===== config.mk =====
export PLATFORM = sky130hd
export DESIGN_NAME = inst_fetch
export DESIGN_NICKNAME = d
export VERILOG_FILES = /design/src/rtl/cpu_pkg.sv /design/src/rtl/fetch_fifo.sv /design/src/rtl/inst_fetch.sv
export SDC_FILE = /design/constraint.sdc
export NUM_CORES = 1
export LEC_CHECK = 0
export ABC_AREA = 1
export BUFFER_PORTS_ARGS = -buffer_cell sky130_fd_sc_hd__buf_2
export CAP_MARGIN = 20
export CELL_PAD_IN_SITES_DETAIL_PLACEMENT = 2
export CELL_PAD_IN_SITES_GLOBAL_PLACEMENT = 2
export CORE_MARGIN = 3
export CORE_UTILIZATION = 33
export DETAILED_ROUTE_END_ITERATION = 10
export PLACE_DENSITY = 0.84
export SLEW_MARGIN = 25
export SYNTH_ARGS = -nofsm -noshare
export SYNTH_HDL_FRONTEND = slang
export SYNTH_SLANG_ARGS = --single-unit

===== constraint.sdc =====
create_clock -name clk -period 6.1 [get_ports clk]
set_clock_uncertainty 0.05 [all_clocks]
set_input_delay 0.61 -clock clk [delete_from_list [all_inputs] [get_ports clk]]
set_output_delay 0.61 -clock clk [all_outputs]
set_load 0.02 [all_outputs]

===== src/rtl/cpu_pkg.sv =====
// Shared CPU definitions used by the fetch stage.
//   RESET_PC : PC value after reset (matches the PC register's reset value)
//   INST_NOP : canonical NOP (addi x0, x0, 0), driven on inst_data while idle
//   BOOT/RUN/HALT : fetch FSM state encodings (HALT only reachable with
//                   IF_MISALIGN_TRAP_EN defined)
package cpu_pkg;

    localparam logic [31:0] RESET_PC = 32'h0000_1000;
    localparam logic [31:0] INST_NOP = 32'h0000_0013;

    typedef logic [1:0] fetch_state_t;

    localparam fetch_state_t BOOT = 2'd0;
    localparam fetch_state_t RUN  = 2'd1;
    localparam fetch_state_t HALT = 2'd2;

endpackage


===== src/rtl/fetch_fifo.sv =====
// Synchronous FIFO, DEPTH entries of WIDTH bits, optional empty bypass.
// With BYPASS=1 a push into an empty FIFO is visible on pop_data in the same
// cycle; if it is also popped that cycle it is never stored.
// Ports:
//   clk, rst_n            clock, asynchronous active-low reset
//   flush                 drop all entries (a push in the same cycle is lost)
//   push_valid/push_data  write side; caller guarantees a free slot
//   pop_ready/pop_valid/pop_data  read side
//   count                 stored entries (bypassed beats not included)
module fetch_fifo #(
    parameter int unsigned DEPTH  = 2,
    parameter int unsigned WIDTH  = 64,
    parameter bit          BYPASS = 1'b1
) (
    input  logic                     clk,
    input  logic                     rst_n,
    input  logic                     flush,
    input  logic                     push_valid,
    input  logic [WIDTH-1:0]         push_data,
    input  logic                     pop_ready,
    output logic                     pop_valid,
    output logic [WIDTH-1:0]         pop_data,
    output logic [$clog2(DEPTH):0]   count
);

    localparam int unsigned AW = $clog2(DEPTH);
    localparam int unsigned CW = $clog2(DEPTH) + 1;

    logic [WIDTH-1:0] mem [DEPTH];
    logic [AW-1:0]    wr_ptr_q, rd_ptr_q;
    logic [CW-1:0]    count_q;
    logic             empty, bypass, do_store, do_read;

    always_comb begin
        empty     = (count_q == '0);
        bypass    = BYPASS && empty && push_valid;
        pop_valid = !empty || bypass;
        pop_data  = empty ? push_data : mem[rd_ptr_q];
        do_read   = pop_ready && !empty;
        // A bypassed beat consumed this cycle never occupies a slot.
        do_store  = push_valid && !(bypass && pop_ready);
        count     = count_q;
    end

    always_ff @(posedge clk or negedge rst_n) begin
        if (!rst_n) begin
            wr_ptr_q <= '0;
            rd_ptr_q <= '0;
            count_q  <= '0;
        end else if (flush) begin
            wr_ptr_q <= '0;
            rd_ptr_q <= '0;
            count_q  <= '0;
        end else begin
            if (do_store) wr_ptr_q <= wr_ptr_q + AW'(1);
            if (do_read)  rd_ptr_q <= rd_ptr_q + AW'(1);
            count_q <= count_q + CW'(do_store) - CW'(do_read);
        end
    end

    // Storage needs no reset; count_q qualifies every read.
    always_ff @(posedge clk) begin
        if (do_store && !flush) mem[wr_ptr_q] <= push_data;
    end

endmodule


===== src/rtl/inst_fetch.sv =====
// Instruction fetch stage: reads pc_current, issues imem requests, buffers
// responses with their PCs and hands them to decode in order. Returns pc_next
// (hold / +4 / redirect) to the PC register.
// Optional feature macro: IF_MISALIGN_TRAP_EN (misaligned-redirect trap + HALT).
// Ports:
//   clk, rst_n                         clock, asynchronous active-low reset
//   pc_current / pc_next               PC register loop (pc_next combinational)
//   redirect_valid / redirect_pc       flush and restart from execute
//   imem_req_valid/ready/addr          request channel (addr = pc_current)
//   imem_rsp_valid/data                in-order responses, never back-pressured
//   inst_valid/ready/data, inst_pc     decode interface
//   fetch_misalign                     misaligned-redirect trap pulse
module inst_fetch #(
    parameter int unsigned           DATA_WIDTH = 32,
    parameter logic [DATA_WIDTH-1:0] RESET_PC   = DATA_WIDTH'(cpu_pkg::RESET_PC),
    parameter int unsigned           DEPTH      = 2
) (
    input  logic                  clk,
    input  logic                  rst_n,
    input  logic [DATA_WIDTH-1:0] pc_current,
    output logic [DATA_WIDTH-1:0] pc_next,
    input  logic                  redirect_valid,
    input  logic [DATA_WIDTH-1:0] redirect_pc,
    output logic                  imem_req_valid,
    input  logic                  imem_req_ready,
    output logic [DATA_WIDTH-1:0] imem_req_addr,
    input  logic                  imem_rsp_valid,
    input  logic [DATA_WIDTH-1:0] imem_rsp_data,
    output logic                  inst_valid,
    input  logic                  inst_ready,
    output logic [DATA_WIDTH-1:0] inst_data,
    output logic [DATA_WIDTH-1:0] inst_pc,
    output logic                  fetch_misalign
);

    import cpu_pkg::*;

    localparam int unsigned CW        = $clog2(DEPTH) + 1;
    localparam int unsigned EW        = 2 * DATA_WIDTH;
    localparam logic [CW:0] DEPTH_LIM = (CW + 1)'(DEPTH);

    fetch_state_t          state_q, state_d;
    logic [CW-1:0]         drop_q, drop_d;
    logic [CW-1:0]         tag_count, inst_count, in_flight;
    logic [CW:0]           credit_used;
    logic [DATA_WIDTH-1:0] redir_pc, tag_pc;
    logic [EW-1:0]         inst_entry;
    logic                  tag_valid, req_fire, rsp_accept, inst_fifo_valid;

`ifdef IF_MISALIGN_TRAP_EN
    logic misaligned;
    logic misalign_q;

    always_comb begin
        redir_pc   = redirect_pc;
        misaligned = |redirect_pc[1:0];
    end

    always_ff @(posedge clk or negedge rst_n) begin
        if (!rst_n) misalign_q <= 1'b0;
        else        misalign_q <= redirect_valid && misaligned;
    end

    assign fetch_misalign = misalign_q;
`else
    // Low address bits are ignored; instructions are always word aligned.
    assign redir_pc       = redirect_pc & ~DATA_WIDTH'(3);
    assign fetch_misalign = 1'b0;
`endif

    // Request / response control. The tag queue holds exactly the live
    // (non-dropped) requests, so tag_count + drop_q is the outstanding total.
    always_comb begin
        credit_used    = {1'b0, tag_count} + {1'b0, inst_count};
        imem_req_valid = (state_q == RUN) && (credit_used < DEPTH_LIM) &&
                         !redirect_valid && (drop_q == '0);
        imem_req_addr  = pc_current;
        req_fire       = imem_req_valid && imem_req_ready;
        rsp_accept     = imem_rsp_valid && (drop_q == '0);
        in_flight      = tag_count + drop_q + CW'(req_fire) - CW'(imem_rsp_valid);
    end

    always_comb begin
        drop_d = drop_q;
        if (redirect_valid) begin
            drop_d = in_flight;
        end else if (imem_rsp_valid && (drop_q != '0)) begin
            drop_d = drop_q - CW'(1);
        end
    end

    always_comb begin
        if (redirect_valid) begin
            pc_next = redir_pc;
        end else if (state_q == BOOT) begin
            pc_next = RESET_PC;
        end else if (req_fire) begin
            pc_next = pc_current + DATA_WIDTH'(4);
        end else begin
            pc_next = pc_current;
        end
    end

    always_comb begin
        state_d = state_q;
        case (state_q)
            BOOT:    state_d = RUN;
            RUN:     state_d = RUN;
`ifdef IF_MISALIGN_TRAP_EN
            HALT:    state_d = HALT;
`else
            HALT:    state_d = RUN;
`endif
            default: state_d = BOOT;
        endcase
        if (redirect_valid) begin
`ifdef IF_MISALIGN_TRAP_EN
            state_d = misaligned ? HALT : RUN;
`else
            state_d = RUN;
`endif
        end
    end

    always_ff @(posedge clk or negedge rst_n) begin
        if (!rst_n) begin
            state_q <= BOOT;
            drop_q  <= '0;
        end else begin
            state_q <= state_d;
            drop_q  <= drop_d;
        end
    end

    fetch_fifo #(
        .DEPTH  (DEPTH),
        .WIDTH  (DATA_WIDTH),
        .BYPASS (1'b0)
    ) u_tag_queue (
        .clk        (clk),
        .rst_n      (rst_n),
        .flush      (redirect_valid),
        .push_valid (req_fire),
        .push_data  (pc_current),
        .pop_ready  (rsp_accept),
        .pop_valid  (tag_valid),
        .pop_data   (tag_pc),
        .count      (tag_count)
    );

    fetch_fifo #(
        .DEPTH  (DEPTH),
        .WIDTH  (EW),
        .BYPASS (1'b1)
    ) u_inst_fifo (
        .clk        (clk),
        .rst_n      (rst_n),
        .flush      (redirect_valid),
        .push_valid (rsp_accept && tag_valid),
        .push_data  ({tag_pc, imem_rsp_data}),
        .pop_ready  (inst_ready && !redirect_valid),
        .pop_valid  (inst_fifo_valid),
        .pop_data   (inst_entry),
        .count      (inst_count)
    );

    // Nothing is offered to decode during a redirect: everything buffered is
    // on the wrong path and is flushed at the end of this cycle.
    always_comb begin
        inst_valid = inst_fifo_valid && !redirect_valid;
        inst_data  = inst_valid ? inst_entry[DATA_WIDTH-1:0] : DATA_WIDTH'(INST_NOP);
        inst_pc    = inst_entry[EW-1:DATA_WIDTH];
    end

endmodule


==> results.cfg <==
[status]
outcome = completed

[place]
dp_cells = 1630
port_buffers = 229
place.gp.congestion = 0.786
post-dp-hpwl_mm = 24.3

[grt]
grt_antenna_before_repair = 1
grt_usage_pct = 20.8
first_global_vias = 9690
grt_pass1_wl_mm = 54.9
grt_max_degree = 94
grt.overflow.total = 0

[critical_path]
cp-end-kind = primary output
crit_fanout = 11
max_stage_delay_ns = 0.46
cp.arrival_ns = 3.06
crit_path_start_kind = flip-flop
cp-startpoint = u_inst_fifo.count[0]$_DFF_PN0_
cp_num_buf_inv = 4
crit_slowest_cell = inv_1
path_common_cell = nand2_1
crit_type = reg -> out
crit_required_ns = 5.44
r2r-end = u_inst_fifo.mem[0][10]$_DFFE_PP_
r2r_slack_ns = 2.59
crit_family = simple AND/OR/NAND/NOR gates
timing.rr.start = u_tag_queue.count[1]$_DFF_PN0_
cp_cell_sequence = nand2_1 > inv_1 > fa_1 > inv_1 > nand2_1 > nor2_2 > nand3_1 > inv_1 > nand2_1 > o21ai_0 > nand3_1 > nand2_1 > buf_2
cp-endpoint = pc_next[10]
reg2reg_depth = 9
crit_cells = 13

[finish]
finalNonFillerCells = 1670
fin_nets = 1377
diodes = 0
n_fill_cell = 3334
drive_gt1_share_pct = 24.5
multi_input_area_sq_mm = 0.00343
area_delta_synth_final_pct = 18.8
regArea_sq_mm = 0.00604

[sta]
worst_pin_slew_ns = 0.902
max_freq_ghz = 0.269
finalSetupTns_ns = 0
rsz0062_at_grt = no
min_period_over_period_pct = 60.9
final-setup-viol-count = 0
finalCriticalPeriod_ns = 3.72
hold_violations = 0
relSlewSlack_pct = 39.8
drv_slew = 0

[synth]
syn_nets = 1197
synth-xor-area-share_pct = 0.600
synth_top_family_by_area = simple AND/OR/NAND/NOR gates
synthSimpleGateAreaFrac_pct = 23.0
synth_compound_area_share_pct = 8.49
synth_warnings = 0
ys_types = 34
synth-async-reset-ratio_pct = 5.42
synth.area.mux_share_pct = 0
yosys.area_share.adder_pct = 1.25
syn_avg_cell_area_sq_um = 9.40
synth_flop_cell = edfxtp_1
netlist_instances = 1086
synth_top_cell_by_area = edfxtp_1
netlist_area_sq_mm = 0.0102
synth_seq_area_share_pct = 59.2
synth_common_cells = nand2_1 (300), edfxtp_1 (192), nor2_1 (129)
yosysMostFrequentCell = nand2_1
synth-seq-cells = 203
synth_edf_count = 192
synthTopCellsByArea = edfxtp_1 (56%), nand2_1 (11%), nor2_1 (4.7%)
synth_top_area_share_pct = 56.5

[detailed_routing]
postRouteWirelength_mm = 35.5
viasPerCell = 5.20
vias = 8677
drt-wirelength-per-cell_um = 21.3
drt-pass1-iter-count = 4
ant_nets = 0
drt_iter0_drc = 437
drc = 0

[pwr]
p_total_uw = 3600
irDropWorstVdd_v = 0.000168
power_density_mw_per_mm2 = 297
p_leak_uw = 0.00500

[floorplanning]
start_util_pct = 34.0
die_h_um = 182
dieArea_sq_mm = 0.0331
die_w_um = 182
num_rows = 63
core-area_sq_mm = 0.0300
ios = 233

[clocking]
cts_resized = 0
htreeDepth = 1
cts_inserted_buffers = 23
path_clk_slew_ns = 0.06
cts.sinks = 203
holdBufCountCts = 1
post_cts_buffers = 0
cts_root_buf = clkbuf_16
cts_tree = built
clockBufferDepth = 3
clk_latency_ns = 0.51

[hold_path]
hold_class = in -> reg

[flow_run]
maxCapViolations = 0
placed cells by master, fill, tap and decap left out, types with 4 or more instances in the layout:
cell type,synthesis,final
nor2_4,5,7
buf_4,37,14
a31oi_1,29,29
nand3_1,84,84
a21oi_1,30,30
xnor2_1,4,4
dfrtp_1,11,10
clkbuf_16,0,23
nand4_1,9,9
clkbuf_1,29,6
nand2_1,300,300
nand3_2,4,4
ha_1,7,7
o21ai_0,65,65
clkinv_1,0,6
edfxtp_1,192,192
nor2_2,18,21
nor2_1,129,124
buf_2,13,229
inv_2,3,4
o21ai_1,24,24
inv_1,59,58
report_power, final:
group,leakage (uW),internal [uW],switching (uW)
registers,0.00187,1580,16.1
logic,0.00281,204,529
clock network,0.000326,730,542
total,0.00500,2510,1090
registers in the layout, summed over array words and instances (netlist names):
register,count
u_inst_fifo.count,2
u_inst_fifo.rd_ptr_q,1
u_tag_queue.rd_ptr_q,1
u_tag_queue.mem,64
u_tag_queue.wr_ptr_q,1
u_tag_queue.count,2
u_inst_fifo.mem,128
u_inst_fifo.wr_ptr_q,1
state_q,1
drop_q,2
cell families (layout without fill, tap and decap cells):
group	count (synthesis)	in the layout
compound gates	157	157
xor+xnor	7	7
other cells	2	2
flops	203	203
fa+ha+maj	9	9
simple gates	557	557
buf+inv	151	345
worst min-delay path by stage:
stage / cells past startpoint / from / to / slack [ns]
2_1_floorplan: 0 / rst_n / drop_q[0]$_DFFE_PN0P_ / 0.26
3_3_place_gp: 1 / rst_n / u_inst_fifo.wr_ptr_q$_DFFE_PN0P_ / 0.46
3_5_place_dp: 1 / rst_n / u_tag_queue.rd_ptr_q$_DFFE_PN0P_ / 0.47
4_1_cts: 1 / imem_rsp_data[27] / u_inst_fifo.mem[0][27]$_DFFE_PP_ / 0.23
5_1_grt: 1 / imem_rsp_data[27] / u_inst_fifo.mem[0][27]$_DFFE_PP_ / 0.24
6_report: 1 / imem_rsp_data[27] / u_inst_fifo.mem[0][27]$_DFFE_PP_ / 0.25
metrics by stage:
step	hold slack, ns	utilization (%)	worst slack (ns)	area [sq um]
detailed placement	0.470	38.1	2.12	11400
global route	0.240	40.4	2.07	12100
CTS	0.229	40.4	2.35	12100
finish	0.250	40.4	2.38	12100
floorplan	0.264	-	1.74	10200
global placement	0.461	38.1	2.26	11400
final cells by class:
| cell class | count | area share [%] |
|---|---|---|
| flip-flops and latches | 203 | 49.8 |
| clock buffers | 29 | 4.93 |
| multi-input cells | 732 | 28.3 |
| repair buffers | 244 | 10.4 |
| well taps | 390 | 4.02 |
| clock inverters | 10 | 0.588 |
| inverters | 62 | 1.92 |
metal layers:
layer / global-route usage, % / vias up / part of all wire [%]
met3: 2.92 / 55 / 4.9
li1: - / 3986 / -
met1: 26.5 / 4381 / 43
met5: 0 / - / 0
met2: 37.2 / 255 / 50
met4: 5.21 / 0 / 2.2
Power figures use the tool's default switching activity.
